<file path="src/rtl/cont_dato_mod_if.sv">
// Bus bundle for one clock/calendar field counter: the controls from the
// button/timekeeping side and the count, BCD and cascade outputs.
interface cont_dato_mod_if #(
   parameter int WIDTH = 5,
   parameter int OUT_W = 7
);
   logic             en;
   logic             aum;
   logic             dism;
   logic             tick;
   logic             load;
   logic [WIDTH-1:0] load_val;
   logic [OUT_W-1:0] dat_sal;
   logic [7:0]       bcd_sal;
   logic             carry;
   logic             borrow;

   // Master drives the controls and observes the field.
   modport master (
      output en, aum, dism, tick, load, load_val,
      input  dat_sal, bcd_sal, carry, borrow
   );

   // Slave is the counter itself.
   modport slave (
      input  en, aum, dism, tick, load, load_val,
      output dat_sal, bcd_sal, carry, borrow
   );
endinterface

</file>
<file path="src/rtl/cont_dato_mod.sv">
// Generic MIN_VAL..MAX_VAL up/down wrap counter for one clock/calendar field.
// Buttons step on their rising edge and optionally auto-repeat while held;
// tick adds one count for timekeeping or cascading; load jumps to a clamped
// value. carry/borrow pulse for one cycle after a wrap so the next field can
// follow, and bcd_sal feeds the display.
module cont_dato_mod #(
   parameter int WIDTH    = 5,
   parameter int MIN_VAL  = 0,
   parameter int MAX_VAL  = 23,
   parameter int OUT_W    = 7,
   parameter int HOLD_CYC = 0,
   parameter int REP_CYC  = 1
) (
   input  logic            clk,
   input  logic            reset,
   cont_dato_mod_if.slave  bus
);

   localparam int CW = $clog2(HOLD_CYC + REP_CYC + 2);
   localparam int DW = (WIDTH > 7) ? WIDTH : 7;
   localparam bit REP_EN = (HOLD_CYC > 0);

   localparam logic [WIDTH-1:0] MIN_W     = WIDTH'(MIN_VAL);
   localparam logic [WIDTH-1:0] MAX_W     = WIDTH'(MAX_VAL);
   localparam logic [CW-1:0]    HOLD_W    = CW'(HOLD_CYC);
   localparam logic [CW-1:0]    LAST_W    = CW'(HOLD_CYC + REP_CYC);
   localparam logic [CW-1:0]    RESTART_W = CW'(HOLD_CYC + 1);

   logic [WIDTH-1:0] r_dat;
   logic             r_carry;
   logic             r_borrow;
   logic             r_aumQ;
   logic             r_dismQ;
   logic [CW-1:0]    r_upCnt;
   logic [CW-1:0]    r_dnCnt;

   logic [CW-1:0]    w_upCntNxt;
   logic [CW-1:0]    w_dnCntNxt;
   logic             w_upEdge;
   logic             w_dnEdge;
   logic             w_upRep;
   logic             w_dnRep;
   logic             w_upStep;
   logic             w_dnStep;
   logic             w_inc;
   logic             w_dec;
   logic [DW-1:0]    w_datExt;
   logic [3:0]       w_tens;
   logic [3:0]       w_units;

   // A press is the cycle the level goes high while the field is enabled.
   // The hold counter is nonzero only while the same press is still being
   // held; it reads HOLD_CYC on the first repeat cycle and LAST_W on every
   // following one, so both values produce a repeat step.
   assign w_upEdge = bus.en & bus.aum & ~r_aumQ;
   assign w_dnEdge = bus.en & bus.dism & ~r_dismQ;
   assign w_upRep  = REP_EN & bus.en & bus.aum & r_aumQ & ~bus.dism &
                     ((r_upCnt == HOLD_W) | (r_upCnt == LAST_W));
   assign w_dnRep  = REP_EN & bus.en & bus.dism & r_dismQ & ~bus.aum &
                     ((r_dnCnt == HOLD_W) | (r_dnCnt == LAST_W));
   assign w_upStep = w_upEdge | w_upRep;
   assign w_dnStep = w_dnEdge | w_dnRep;

   // A tick and an up step in the same cycle merge into one increment.
   assign w_inc = w_upStep | (bus.en & bus.tick);
   assign w_dec = w_dnStep;

   // Next hold-counter values: restart at 1 on a fresh press, advance while
   // held, fold back after each repeat, and drop to idle on release, on a
   // disabled field or when both buttons are down.
   always_comb begin
      w_upCntNxt = '0;
      w_dnCntNxt = '0;
      if (REP_EN && bus.en && bus.aum && !bus.dism) begin
         if (!r_aumQ)
            w_upCntNxt = CW'(1);
         else if (r_upCnt == LAST_W)
            w_upCntNxt = RESTART_W;
         else if (r_upCnt != '0)
            w_upCntNxt = r_upCnt + CW'(1);
      end
      if (REP_EN && bus.en && bus.dism && !bus.aum) begin
         if (!r_dismQ)
            w_dnCntNxt = CW'(1);
         else if (r_dnCnt == LAST_W)
            w_dnCntNxt = RESTART_W;
         else if (r_dnCnt != '0)
            w_dnCntNxt = r_dnCnt + CW'(1);
      end
   end

   // Button history and hold counters; the history tracks the levels even
   // with the field disabled so re-enabling mid-press never looks like a press.
   always_ff @(posedge clk or negedge reset) begin
      if (!reset) begin
         r_aumQ  <= 1'b0;
         r_dismQ <= 1'b0;
         r_upCnt <= '0;
         r_dnCnt <= '0;
      end else begin
         r_aumQ  <= bus.aum;
         r_dismQ <= bus.dism;
         r_upCnt <= w_upCntNxt;
         r_dnCnt <= w_dnCntNxt;
      end
   end

   // Count register with load, wrap and the one-cycle cascade pulses.
   always_ff @(posedge clk or negedge reset) begin
      if (!reset) begin
         r_dat    <= MIN_W;
         r_carry  <= 1'b0;
         r_borrow <= 1'b0;
      end else begin
         r_carry  <= 1'b0;
         r_borrow <= 1'b0;
         if (bus.load) begin
            if (bus.load_val <= MIN_W)
               r_dat <= MIN_W;
            else if (bus.load_val >= MAX_W)
               r_dat <= MAX_W;
            else
               r_dat <= bus.load_val;
         end else if (bus.en) begin
            if (w_inc && !w_dec) begin
               if (r_dat == MAX_W) begin
                  r_dat   <= MIN_W;
                  r_carry <= 1'b1;
               end else begin
                  r_dat <= r_dat + WIDTH'(1);
               end
            end else if (w_dec && !w_inc) begin
               if (r_dat == MIN_W) begin
                  r_dat    <= MAX_W;
                  r_borrow <= 1'b1;
               end else begin
                  r_dat <= r_dat - WIDTH'(1);
               end
            end
         end
      end
   end

   // Display path: split the count into decimal digits.
   assign w_datExt = DW'(r_dat);
   assign w_tens   = 4'(w_datExt / DW'(10));
   assign w_units  = 4'(w_datExt % DW'(10));

   assign bus.dat_sal = OUT_W'(r_dat);
   assign bus.bcd_sal = {w_tens, w_units};
   assign bus.carry   = r_carry;
   assign bus.borrow  = r_borrow;

endmodule

</file>
<file path="src/flat_wrapper.sv">
// flat-port wrapper written by rule: the top's interface ports become plain ports
module cont_dato_mod_flat 
#(
   parameter int WIDTH    = 5,
   parameter int MIN_VAL  = 0,
   parameter int MAX_VAL  = 23,
   parameter int OUT_W    = 7,
   parameter int HOLD_CYC = 0,
   parameter int REP_CYC  = 1
)
  (clk, reset, bus_en, bus_aum, bus_dism, bus_tick, bus_load, bus_load_val, bus_dat_sal, bus_bcd_sal, bus_carry, bus_borrow);
  cont_dato_mod_if #(.WIDTH(WIDTH), .OUT_W(OUT_W)) bus_i ();
  input  logic clk;
  input  logic reset;
  input wire logic [$bits(bus_i.en)-1:0] bus_en;
  input wire logic [$bits(bus_i.aum)-1:0] bus_aum;
  input wire logic [$bits(bus_i.dism)-1:0] bus_dism;
  input wire logic [$bits(bus_i.tick)-1:0] bus_tick;
  input wire logic [$bits(bus_i.load)-1:0] bus_load;
  input wire logic [$bits(bus_i.load_val)-1:0] bus_load_val;
  output wire logic [$bits(bus_i.dat_sal)-1:0] bus_dat_sal;
  output wire logic [$bits(bus_i.bcd_sal)-1:0] bus_bcd_sal;
  output wire logic [$bits(bus_i.carry)-1:0] bus_carry;
  output wire logic [$bits(bus_i.borrow)-1:0] bus_borrow;
  assign bus_i.en = bus_en;
  assign bus_i.aum = bus_aum;
  assign bus_i.dism = bus_dism;
  assign bus_i.tick = bus_tick;
  assign bus_i.load = bus_load;
  assign bus_i.load_val = bus_load_val;
  assign bus_dat_sal = bus_i.dat_sal;
  assign bus_bcd_sal = bus_i.bcd_sal;
  assign bus_carry = bus_i.carry;
  assign bus_borrow = bus_i.borrow;
  cont_dato_mod #(.WIDTH(WIDTH), .MIN_VAL(MIN_VAL), .MAX_VAL(MAX_VAL), .OUT_W(OUT_W), .HOLD_CYC(HOLD_CYC), .REP_CYC(REP_CYC)) u_core (.clk(clk), .reset(reset), .bus(bus_i));
endmodule
</file>
<file path="config.mk">
export PLATFORM = sky130hd
export DESIGN_NAME = cont_dato_mod_flat
export DESIGN_NICKNAME = d
export VERILOG_FILES = /design/src/rtl/cont_dato_mod_if.sv /design/src/rtl/cont_dato_mod.sv /design/src/flat_wrapper.sv
export SDC_FILE = /design/constraint.sdc
export NUM_CORES = 1
export LEC_CHECK = 0
export BUFFER_PORTS_ARGS = -buffer_cell sky130_fd_sc_hd__buf_4
export CAP_MARGIN = 30
export CORE_MARGIN = 2
export CORE_UTILIZATION = 44
export CTS_BUF_LIST = sky130_fd_sc_hd__clkbuf_16
export DETAILED_ROUTE_END_ITERATION = 16
export PLACE_DENSITY = 0.83
export RECOVER_POWER = 50
export SKIP_LAST_GASP = 1
export SLEW_MARGIN = 20
export SYNTH_ARGS = -nofsm -noshare
export SYNTH_HDL_FRONTEND = slang
export SYNTH_SLANG_ARGS = --single-unit
</file>
<file path="constraint.sdc">
create_clock -name clk -period 2.42 [get_ports clk]
set_input_delay 0.242 -clock clk [delete_from_list [all_inputs] [get_ports clk]]
set_output_delay 0.242 -clock clk [all_outputs]
set_load 0.1 [all_outputs]
</file>
== After elaboration in Yosys (flattened, before gate mapping) ==
Cells that the tools add are included.

* Flip-flop bits (word level): 9
* Latch bits: 0
* Memory bits (writable): 0
* Bits in read-only memories: 0
* Output and inout port bits: 17
* Memories: 0

* Add/sub/neg operators: 2
* Multiply operators: 0
* Div/mod/pow operators: 2
* $lt $le $gt $ge: 2
* Equal/unequal tests: 1
* Shifts and indexed selects: 0
* Multiplexer cells: 17
* Bitwise logic cells: 8
* Reductions and logical operators: 8

{| class="wikitable"
|+ Operators by type and width
! cell !! count
|-
| 2-to-1 mux 5 bit || 8
|-
| 2-to-1 mux 1 bit || 9
|-
| divider 5 x 4 -> 7 bit, second input constant || 1
|-
| modulo 5 x 4 -> 7 bit, second input constant || 1
|-
| adder 5 x 1 -> 5 bit, second input constant || 1
|-
| AND 1 bit || 5
|-
| == test 5 bit, second input constant || 1
|-
| greater-or-equal comparator 5 bit, second input constant || 1
|-
| less-or-equal comparator 5 x 1 -> 1 bit, second input constant || 1
|-
| zero test 5 bit || 1
|-
| subtractor 5 x 1 -> 5 bit, second input constant || 1
|-
| nonzero test 3 bit || 1
|-
| logical AND 1 bit || 2
|-
| zero test 1 bit || 2
|-
| NOT 1 bit || 2
|-
| AND reduction 2 bit || 1
|-
| nonzero test 2 bit || 1
|-
| bitwise OR 1 bit || 1
|}

== Logic depth before layout (Yosys ltp) ==
Gate-level depths: netlist (run 1).

* Depth in word-level cells: 9
* Mapped depth: 12
* Depth with buffers taken out: 10

== Worst setup path before layout (run 1) ==
OpenSTA, ideal clock, no wires.

* Kind: register to output
* From: reg u_core.r_dat[3]
* To: out bus_bcd_sal[2]
* Data arrival time: 5.342 ns
* Required time: 2.178 ns
* Path slack: -3.164 ns
* Cell stages (with the launch flop): 12
* Cells stage by stage: dfrtp_1 -> buf_2 -> nor2_1 -> inv_1 -> ha_1 -> clkbuf_1 -> nor2b_1 -> a21oi_1 -> ha_1 -> a211o_1 -> o21ai_1 -> mux2i_1

* Cells in the longest elaborated chain, start to end: 1

{| class="wikitable"
|+ Ends and longest elaborated chain
! item !! line !! RTL
|-
| from (decl) || cont_dato_mod.sv:29 || <nowiki>logic [WIDTH-1:0] r_dat;</nowiki>
|-
| from (signal assigned) || cont_dato_mod.sv:123 || <nowiki>r_dat <= bus.load_val;</nowiki>
|-
| from (signal assigned) || cont_dato_mod.sv:130 || <nowiki>r_dat <= r_dat + WIDTH'(1);</nowiki>
|-
| from (signal assigned) || cont_dato_mod.sv:137 || <nowiki>r_dat <= r_dat - WIDTH'(1);</nowiki>
|-
| modulo 5 x 4 -> 7 bit || cont_dato_mod.sv:147 || <nowiki>assign w_units = 4'(w_datExt % DW'(10));</nowiki>
|-
| to (decl) || flat_wrapper.sv:22 || <nowiki>output wire logic [$bits(bus_i.bcd_sal)-1:0] bus_bcd_sal;</nowiki>
|}

Every way passes these cells.

== Worst setup path in the final report (run 1) ==
* From: reg u_core.r_dat[2]
* To: out bus_bcd_sal[3]

Same word-level chain as after synthesis.

==> flow_summary.ini, run 1 <==
[finish]
fin_cells = 180
final_cell_mix = 36 x buf_4, 10 x nand2_1, 5 x nor3_1, 5 x a211oi_1, 5 x buf_12
fin_nets = 172
n_antenna_cell = 0
drive_above_1_share_pct = 51.0
final_common_cell = buf_4
n_fill_cell = 117
syn_to_final_growth_pct = 76.0

[min_path]
hold_class = in -> reg

[grt]
grt_pass1_wl_um = 4860
grt_pass1_vias = 1090
use_met2_pct = 46.1
grtUsageMet1_pct = 29.5
antenna_found_initial = 0
grt_max_degree = 13
busiest_layer = met2
grtUsageTotal_pct = 26.6
overflow = 0
grtUsageMet3_pct = 5.86

[critical_path]
crit_path_end_kind = output port
cp_top_family = compound AO/OA/AOI/OAI gates
slowest_stage = dfrtp_4
cp_max_fo = 5
required_ns = 2.18
cp_num_buf_inv = 3
max_stage_delay_ns = 0.48
crit_path_start_kind = flip-flop
critPathKind = reg -> out
crit_chain = nor2_4 > inv_2 > ha_4 > nor2_4 > a21oi_4 > ha_4 > buf_6 > o41ai_4 > nor2_2 > o22ai_2 > buf_12
arrival_ns = 2.35

[power]
leakage_uw = 0.000689
p_total_uw = 1860
irDropWorstVdd_uv = 1050
powerDensity_nw_per_um2 = 1210

[yosys]
synth-edff-count = 0
syn_inst = 110
yosysSeqAreaShare_pct = 25.7
synth_seq_cells = 9
async_flop_share_pct = 100
synthFlopType = dfrtp_1
synth.avg_cell_area_um2 = 7.96
ys_warn_count = 0
ys_types = 43
netlist_area_um2 = 876

[timing]
maxSlewHeadroom_pct = 22.7
tightest_slew_ns = 1.16
setup_viol = 4
fin_crit_sh_pct = 107
slew_viol_final = 0
fmax_mhz = 387
hold_viol = 0
worst_slack_ns = -0.167
timing.hold.ws_ns = 0.137
finalCriticalPeriod_ns = 2.59
grt_setup_unrepaired = true
skew_ns = 0.00119

[placed_design]
gp_congestion = 0.873
dp_cells = 166
io_buffers = 24
dp_hpwl_um = 1910
dp_slack_ns = -0.0294

[detailed_routing]
drt_iter0_markers = 27
routed_via_density = 5.96
drtPass1Iterations = 4
drc = 0
vias = 1072
wl_per_cell_um = 17.3
ant_nets = 0
routed_wl_um = 3120

[floorplanning]
die_w_um = 48.6
core_area_um2 = 1920
start_util_pct = 45.6
row_count = 16
pin_count = 29
die_h_um = 48.6
die_area_um2 = 2360

[status]
status = complete, but fails checks
violations = negative setup slack

[clocking]
htreeDepth = 1
clk_pin_slew_ns = 0.04
cts.sinks = 9
cts_buffers = 3
clk_latency_ns = 0.24
cts-root-buf = clkbuf_16
clockBufferDepth = 2
cts_tree = yes

[flow_run]
cap_violations = 0
## cell type report
cell class              count  area [µm²]  area share, %
repair buffers             48         414           26.9
well taps                  27        33.8           2.19
clock inverters             1        3.75          0.244
inverters                   6        22.5           1.46
flip-flops and latches      9         241           15.7
multi-input cells          86         751           48.7
clock buffers               3        75.1           4.87
## where the power goes
group	internal (µW)	leakage (µW)	switching, µW
logic	528	0.000541	844
registers	178	0.000105	20.2
clock network	216	0.0000423	73.8
total	923	0.000689	938
## synthesized netlist by cell type (2+ instances only)
cell | count | area, µm²
a211o_1 | 2 | 17.5
a211oi_1 | 5 | 37.5
a21oi_1 | 6 | 30.0
and3_1 | 2 | 12.5
buf_2 | 4 | 20.0
buf_4 | 5 | 37.5
clkbuf_1 | 2 | 7.51
dfrtp_1 | 9 | 225
ha_1 | 6 | 75.1
inv_1 | 6 | 22.5
nand2_1 | 11 | 41.3
nand2b_1 | 2 | 12.5
nand3_1 | 3 | 15.0
nor2_1 | 7 | 26.3
nor2b_1 | 2 | 12.5
nor3_1 | 5 | 25.0
o21ai_0 | 2 | 10.0
o21ai_1 | 4 | 20.0
o22ai_1 | 3 | 18.8
## timing repair
item | 4_1_cts | 5_1_grt
buffers inserted | 4 | 5
hold buffers | 1 | 0
endpoints found under the hold margin | 9 | 0
pin swaps | 8 | 13
setup endpoints to repair | 4 | 4
gates resized for setup | 25 | 7
## sequential cells by signal, summed over array words and instances (netlist names)
| register | count |
|---|---|
| u_core.r_aumQ | 1 |
| u_core.bus.borrow | 1 |
| u_core.r_dat | 5 |
| u_core.r_dismQ | 1 |
| u_core.bus.carry | 1 |
## path summary, 6_finish.rpt
| check | start | to | slack (ns) | cells past startpoint |
|---|---|---|---|---|
| worst max register to register | u_core.r_dat[0]$_DFFE_PN0P_ | u_core.r_dat[3]$_DFFE_PN0P_ | 0.50 | 6 |
| min in group asynchronous | reset | u_core.bus.borrow$_DFF_PN0_ | 0.49 | 2 |
| worst max-delay path | u_core.r_dat[2]$_DFFE_PN0P_ | bus_bcd_sal[3] | -0.17 | 11 |
| max in group asynchronous | reset | u_core.r_dat[0]$_DFFE_PN0P_ | 1.58 | 2 |
| worst min register to register | u_core.r_dat[1]$_DFFE_PN0P_ | u_core.r_dat[1]$_DFFE_PN0P_ | 0.70 | 3 |
| worst min-delay path | bus_aum | u_core.r_aumQ$_DFF_PN0_ | 0.14 | 1 |
## cell families after synthesis
group                      Yosys count  synth area share (%)
and+or+nand+nor                     39                  23.6
xor gates and xnor gates             1                  1.00
DFF                                  9                  25.7
buffers and inverters               18                  11.3
AOI/OAI and AO/OA                   35                  28.3
muxes                                1                  1.14
adders and majority gates            6                  8.57
other                                1                 0.428
## stage by stage
stage               TNS, ns  cell area [µm²]  utilization [%]
floorplan             -2.56             1020                -
global placement    -0.0550             1250             65.0
detailed placement  -0.0294             1250             65.0
CTS                  -0.439             1470             76.3
global route         -0.826             1540             80.2
finish               -0.558             1540             80.2
## metal layers
metal / routed length (µm) / vias to the layer above
met5: 0 / -
li1: - / 480
met3: 183 / 17
met2: 1650 / 61
met4: 150 / 0
met1: 1130 / 514
(Power assumes the default switching activity.)
==> run 2: changes to the inputs <==
--- a/config.mk
+++ b/config.mk
@@ -7,11 +7,11 @@
 export LEC_CHECK = 0
 export BUFFER_PORTS_ARGS = -buffer_cell sky130_fd_sc_hd__buf_4
 export CAP_MARGIN = 30
-export CORE_MARGIN = 2
+export CORE_MARGIN = 4
 export CORE_UTILIZATION = 44
 export CTS_BUF_LIST = sky130_fd_sc_hd__clkbuf_16
 export DETAILED_ROUTE_END_ITERATION = 16
-export PLACE_DENSITY = 0.83
+export PLACE_DENSITY = 0.76
 export RECOVER_POWER = 50
 export SKIP_LAST_GASP = 1
 export SLEW_MARGIN = 20
==> run 2 against run 1 <==
Net effect:
- the run still ends with negative setup slack left
- combinational power up 4%
- utilization up 7.6 points
- maximum frequency down 4.0%
- non-clock buffer count up 8
- sequential share of layout area down 0.41 points
- die area up 17%
- global-route usage down 2.1 points
- largest cell class unchanged
- critical path type unchanged
- clock power about the same
- count of clock-buffer cells in the layout unchanged
- sequential cell count unchanged
- wire length up 20%
==> flow_summary.ini, run 2 (synthesized netlist as in run 1, its figures left out) <==
[placed_design]
gp_congestion = 0.832
dp_hpwl_um = 1840
dp_slack_ns = -0.00854
io_buffers = 24

[critical_path]
slowest_stage = nor3_1
crit_chain = nor2_4 > inv_2 > ha_4 > nor3_1 > nor2_1 > a221oi_2 > o22ai_2 > buf_12
max_stage_delay_ns = 0.50
critPathKind = reg -> out
required_ns = 2.18
cp_max_fo = 2
crit_path_start_kind = flip-flop
arrival_ns = 2.45
crit_path_end_kind = output port

[finish]
largest_reg_flops = 5
final_cell_mix = 43 x buf_4, 10 x nand2_1, 5 x a211oi_1, 5 x buf_12
fin_nets = 180
n_antenna_cell = 0
regMostFlops = u_core.r_dat
syn_to_final_growth_pct = 80.7
drive_above_1_share_pct = 54.7
n_fill_cell = 91
final_common_cell = buf_4

[timing]
timing.hold.ws_ns = 0.155
maxSlewHeadroom_pct = 23.0
grt_setup_unrepaired = true
worst_slack_ns = -0.274
fin_crit_sh_pct = 111
fmax_mhz = 371
skew_ns = 0.00284
setup_viol = 4
tightest_slew_ns = 1.16
finalCriticalPeriod_ns = 2.69
hold_viol = 0
slew_viol_final = 0

[flow_run]
cap_violations = 0

[power]
irDropWorstVdd_uv = 840
powerDensity_nw_per_um2 = 1210
sw_frac_of_total_pct = 50.5
seq_power_share_pct = 10.4
leakage_uw = 0.000718
pwr-share-clk_pct = 15.1
p_sw_uw = 970
p_int_uw = 950
p_total_uw = 1920
combPwrFrac_pct = 74.6

[detailed_routing]
drt_iter0_markers = 46
routed_wl_um = 3740
drc = 0
drtPass1Iterations = 5
vias = 1144
routed_via_density = 6.15
ant_nets = 0
wl_per_cell_um = 20.1

[grt]
grtUsageMet1_pct = 26.8
overflow = 0
grtUsageTotal_pct = 24.6
antenna_found_initial = 0
busiest_layer = met2
grt_max_degree = 13
grt_pass1_vias = 1057
grtUsageMet3_pct = 3.13
grt_pass1_wl_um = 4940
use_met2_pct = 45.0

[status]
violations = negative setup slack
status = complete, but fails checks

[floorplanning]
die_w_um = 52.6
pin_count = 29
row_count = 15
die_h_um = 52.6
core_area_um2 = 1800
die_area_um2 = 2770
start_util_pct = 48.6

[clocking]
cts_tree = yes
clockBufferDepth = 2
htreeDepth = 1
clk_pin_slew_ns = 0.04
clk_latency_ns = 0.24
cts.sinks = 9
cts-root-buf = clkbuf_16
cts_buffers = 3

[min_path]
hold_class = in -> reg
## run 2: per-layer routing
| layer | share of wire (%) | routed length (µm) |
|---|---|---|
| met4 | 3.0 | 112 |
| met2 | 52 | 1950 |
| met3 | 5.6 | 211 |
| met5 | 0 | 0 |
| met1 | 39 | 1470 |
## run 2: final timing paths
| kind | start | endpoint | slack [ns] | cells after the start |
|---|---|---|---|---|
| min in group asynchronous | reset | u_core.r_dat[1]$_DFFE_PN0P_ | 0.51 | 2 |
| hold / removal | bus_aum | u_core.r_aumQ$_DFF_PN0_ | 0.15 | 1 |
| hold reg to reg | u_core.r_dat[0]$_DFFE_PN0P_ | u_core.r_dat[0]$_DFFE_PN0P_ | 0.68 | 3 |
| setup reg to reg | u_core.r_dat[0]$_DFFE_PN0P_ | u_core.r_dat[3]$_DFFE_PN0P_ | 0.50 | 6 |
| max in group asynchronous | reset | u_core.r_dat[2]$_DFFE_PN0P_ | 1.50 | 2 |
| setup / recovery | u_core.r_dat[2]$_DFFE_PN0P_ | bus_bcd_sal[3] | -0.27 | 8 |
## run 2: layout make-up
type	instances	area [µm²]	share of cell area (%)
clock buffer	3	75.1	4.74
clock inverter	1	3.75	0.237
inverter	6	22.5	1.42
multi-input combinational	86	727	45.9
sequential	9	241	15.3
tap	25	31.3	1.98
timing repair buffer	56	482	30.4
## run 2: per-stage QoR
stage	cell area [µm²]	TNS [ns]	util, %	cells
after detailed placement	1230	-0.0101	68.5	164
final	1580	-0.910	87.8	186
after CTS	1530	-0.371	85.1	182
after global placement	1230	0	68.5	164
after floorplan	1020	-2.56	-	113
after global routing	1580	-1.30	87.8	186
## run 2: worst max-delay path: cells and delay by family (launching register included)
family	cells	cell delay [ns]
AND/OR/NAND/NOR	3	0.78
flip-flops	1	0.48
AO/OA/AOI/OAI	2	0.47
buffers and inverters	2	0.26
adder cells (fa/ha/maj)	1	0.23
## run 2: power by group through the flow
stage	Sequential [µW]	Combinational, µW	Clock, µW
finish	199	1430	290
global route	201	1480	309
CTS	196	1290	294
detailed placement	196	1060	0
global placement	195	1050	0
floorplan	322	717	0
## run 2: what timing repair did
action,4_1_cts,5_1_grt
hold buffers,1,0
setup endpoints to repair,4,4
buffers inserted,13,4
gates resized for setup,24,6
hold endpoints to repair,9,0
pin swaps,7,8
==> run 3: changes to the inputs <==
--- a/config.mk
+++ b/config.mk
@@ -5,13 +5,14 @@
 export SDC_FILE = /design/constraint.sdc
 export NUM_CORES = 1
 export LEC_CHECK = 0
+export ABC_AREA = 1
 export BUFFER_PORTS_ARGS = -buffer_cell sky130_fd_sc_hd__buf_4
 export CAP_MARGIN = 30
 export CORE_MARGIN = 4
-export CORE_UTILIZATION = 44
+export CORE_UTILIZATION = 46
 export CTS_BUF_LIST = sky130_fd_sc_hd__clkbuf_16
 export DETAILED_ROUTE_END_ITERATION = 16
-export PLACE_DENSITY = 0.76
+export PLACE_DENSITY = 0.77
 export RECOVER_POWER = 50
 export SKIP_LAST_GASP = 1
 export SLEW_MARGIN = 20
==> run 3 against run 2 <==
Net effect:
- the run now ends clean
- first-iteration DRC count fell by 11%
- utilization fell by 12 points
- critical endpoint is now bus_bcd_sal[1]
- sequential share of layout area rose by 0.79 points
- cell count rose by 14%
==> flow_summary.ini, run 3 <==
[detailed_routing]
drt_iter0_markers = 41
routed_via_density = 5.20
vias = 1103
drc = 0
ant_nets = 0
wl_per_cell_um = 14.1
routed_wl_um = 3000
drtPass1Iterations = 4

[grt]
antenna_found_initial = 0
grt_pass1_wl_um = 4710
grt_pass1_vias = 1119
grt_max_degree = 15
overflow = 0
grtUsageTotal_pct = 22.7

[yosys]
syn_inst = 146
ys_types = 30
netlist_area_um2 = 977
synth-edff-count = 0
yosysMostFrequentCell = nand2_1
yosysTopAreaCell = dfrtp_1
ys_warn_count = 0
synthFlopType = dfrtp_1
yosysSeqAreaShare_pct = 23.0
synth_seq_cells = 9
synth.avg_cell_area_um2 = 6.69
async_flop_share_pct = 100
synth.top_cells.by_count = 35 x nand2_1, 17 x inv_1, 17 x nand3_1
synth_top_area_share_pct = 23.0
synthTopCellsByArea = dfrtp_1 23%, nand2_1 13%, nand3_1 8.7%, ha_1 7.7%, inv_1 6.5%

[floorplanning]
pin_count = 29
core_area_um2 = 1980
die_w_um = 54.1
start_util_pct = 49.3
die_area_um2 = 2930
row_count = 16
die_h_um = 54.1

[timing]
fin_crit_sh_pct = 97.6
finalCriticalPeriod_ns = 2.36
finalSetupTns_ns = 0
slew_viol_final = 0
grt_setup_unrepaired = true
setup_viol = 0
fmax_mhz = 423
hold_viol = 0
maxSlewHeadroom_pct = 22.2
worst_slack_ns = 0.0581
skew_ns = 0.00217
tightest_slew_ns = 1.17

[critical_path]
r2r_setup_slack_ns = 0.85
cp_max_fo = 3
crit_path_start_kind = flip-flop
arrival_ns = 2.12
critPathMostFrequentCell = inv_2
required_ns = 2.18
slowest_stage = dfrtp_4
critPathKind = reg -> out
max_stage_delay_ns = 0.48
crit_chain = nor2_4 > inv_2 > ha_4 > inv_4 > nor2_4 > inv_2 > nand2_2 > inv_2 > ha_4 > inv_2 > nand2_4 > nand4_1 > nand2_8 > buf_12
crit_path_end_kind = output port

[finish]
multiInputGateArea_um2 = 756
regArea_um2 = 241
fin_nets = 204
regMostFlops = u_core.r_dat
drive_above_1_share_pct = 44.9
n_fill_cell = 158
largest_reg_flops = 5
n_antenna_cell = 0
fin_cells = 212
fin_util_pct = 75.9
syn_to_final_growth_pct = 54.0
final_cell_mix = 29 x nand2_1, 29 x buf_4, 16 x nand3_1, 13 x nor2_1, 10 x inv_1

[clocking]
cts_tree = yes
clk_pin_slew_ns = 0.04
clockBufferDepth = 2
cts-root-buf = clkbuf_16
htreeDepth = 1
cts.sinks = 9
cts_buffers = 3
clk_latency_ns = 0.24

[min_path]
hold_class = in -> reg

[placed_design]
dp_cells = 200
io_buffers = 24
dp_hpwl_um = 1900
gp_congestion = 0.865
dp_slack_ns = 0.0628

[flow_run]
cap_violations = 0

[status]
status = completed

[power]
powerDensity_nw_per_um2 = 1170
leakage_uw = 0.000748
irDropWorstVdd_uv = 1100
## run 3: changes by cell type after synthesis, sizes merged, moves of 3 or more
cell	change
nand4	+4
inv	+15
nor3	-3
o22ai	-3
buf	-4
nor2b	-3
a211oi	-5
nor2	+12
nand2	+28
nand3	+17
## run 3: worst max-delay path, delay by kind of cell (launching register included)
kind	cells	cell delay (ns)
AND/OR/NAND/NOR	6	0.64
buffers and inverters	6	0.47
adder cells (fa/ha/maj)	2	0.28
flip-flops	1	0.48
## run 3: what timing repair did
| action | CTS | global route |
|---|---|---|
| setup endpoints to repair | 3 | 4 |
| setup buffers | 4 | 3 |
| hold buffers | 1 | 0 |
| endpoints found under the hold margin | 9 | 0 |
| gates resized for setup | 13 | 11 |
| pin swaps | 3 | 4 |
## run 3: layout make-up
cell class	count	area share, %
timing repair buffer	38	20.3
clock buffer	3	4.99
clock inverter	1	0.333
multi-input combinational	113	50.2
sequential	9	16.0
tap	27	2.24
inverter	21	5.90
## run 3: per-layer routing
metal | part of all wire, % | GRT usage (%) | vias up
met1 | 40 | 25.1 | 506
met4 | 3.6 | 14.1 | 0
met3 | 6.0 | 3.60 | 13
li1 | - | - | 538
met2 | 50 | 40.1 | 46
met5 | 0 | 0 | -
## run 3: final timing paths
path	start	endpoint	cells after the start
worst max-delay path	u_core.r_dat[2]$_DFFE_PN0P_	bus_bcd_sal[1]	14
worst min-delay path	bus_aum	u_core.r_aumQ$_DFF_PN0_	1
worst max register to register	u_core.r_dat[0]$_DFFE_PN0P_	u_core.r_dat[0]$_DFFE_PN0P_	9
worst min register to register	u_core.r_dismQ$_DFF_PN0_	u_core.bus.borrow$_DFF_PN0_	4
max in group asynchronous	reset	u_core.r_dat[2]$_DFFE_PN0P_	2
min in group asynchronous	reset	u_core.r_dismQ$_DFF_PN0_	2
## run 3: per-stage QoR
step                cell area, µm²  hold WS, ns  total power [µW]
floorplan                     1070      -0.0536              1070
global placement              1280       0.0711              1240
detailed placement            1280       0.0744              1260
CTS                           1460        0.117              1660
global route                  1510        0.145              1830
finish                        1510        0.137              1750
## run 3: kinds of logic (layout without fill, tap and decap cells)
group	count (synthesis)	in the layout	share of synthesized area [%]
flip-flops	9	9	23.0
AND/OR/NAND/NOR	87	87	45.5
adder cells (fa/ha/maj)	6	6	7.68
buffers and inverters	27	63	13.1
other	1	4	0.384
AO/OA/AOI/OAI	14	14	8.58
XOR/XNOR	2	2	1.79
## run 3: report_power, final
part | internal, µW | total [µW] | switching (µW)
Combinational | 392 | 1240 | 853
Clock | 219 | 306 | 86.9
Sequential | 179 | 204 | 25.3
Total | 790 | 1750 | 965
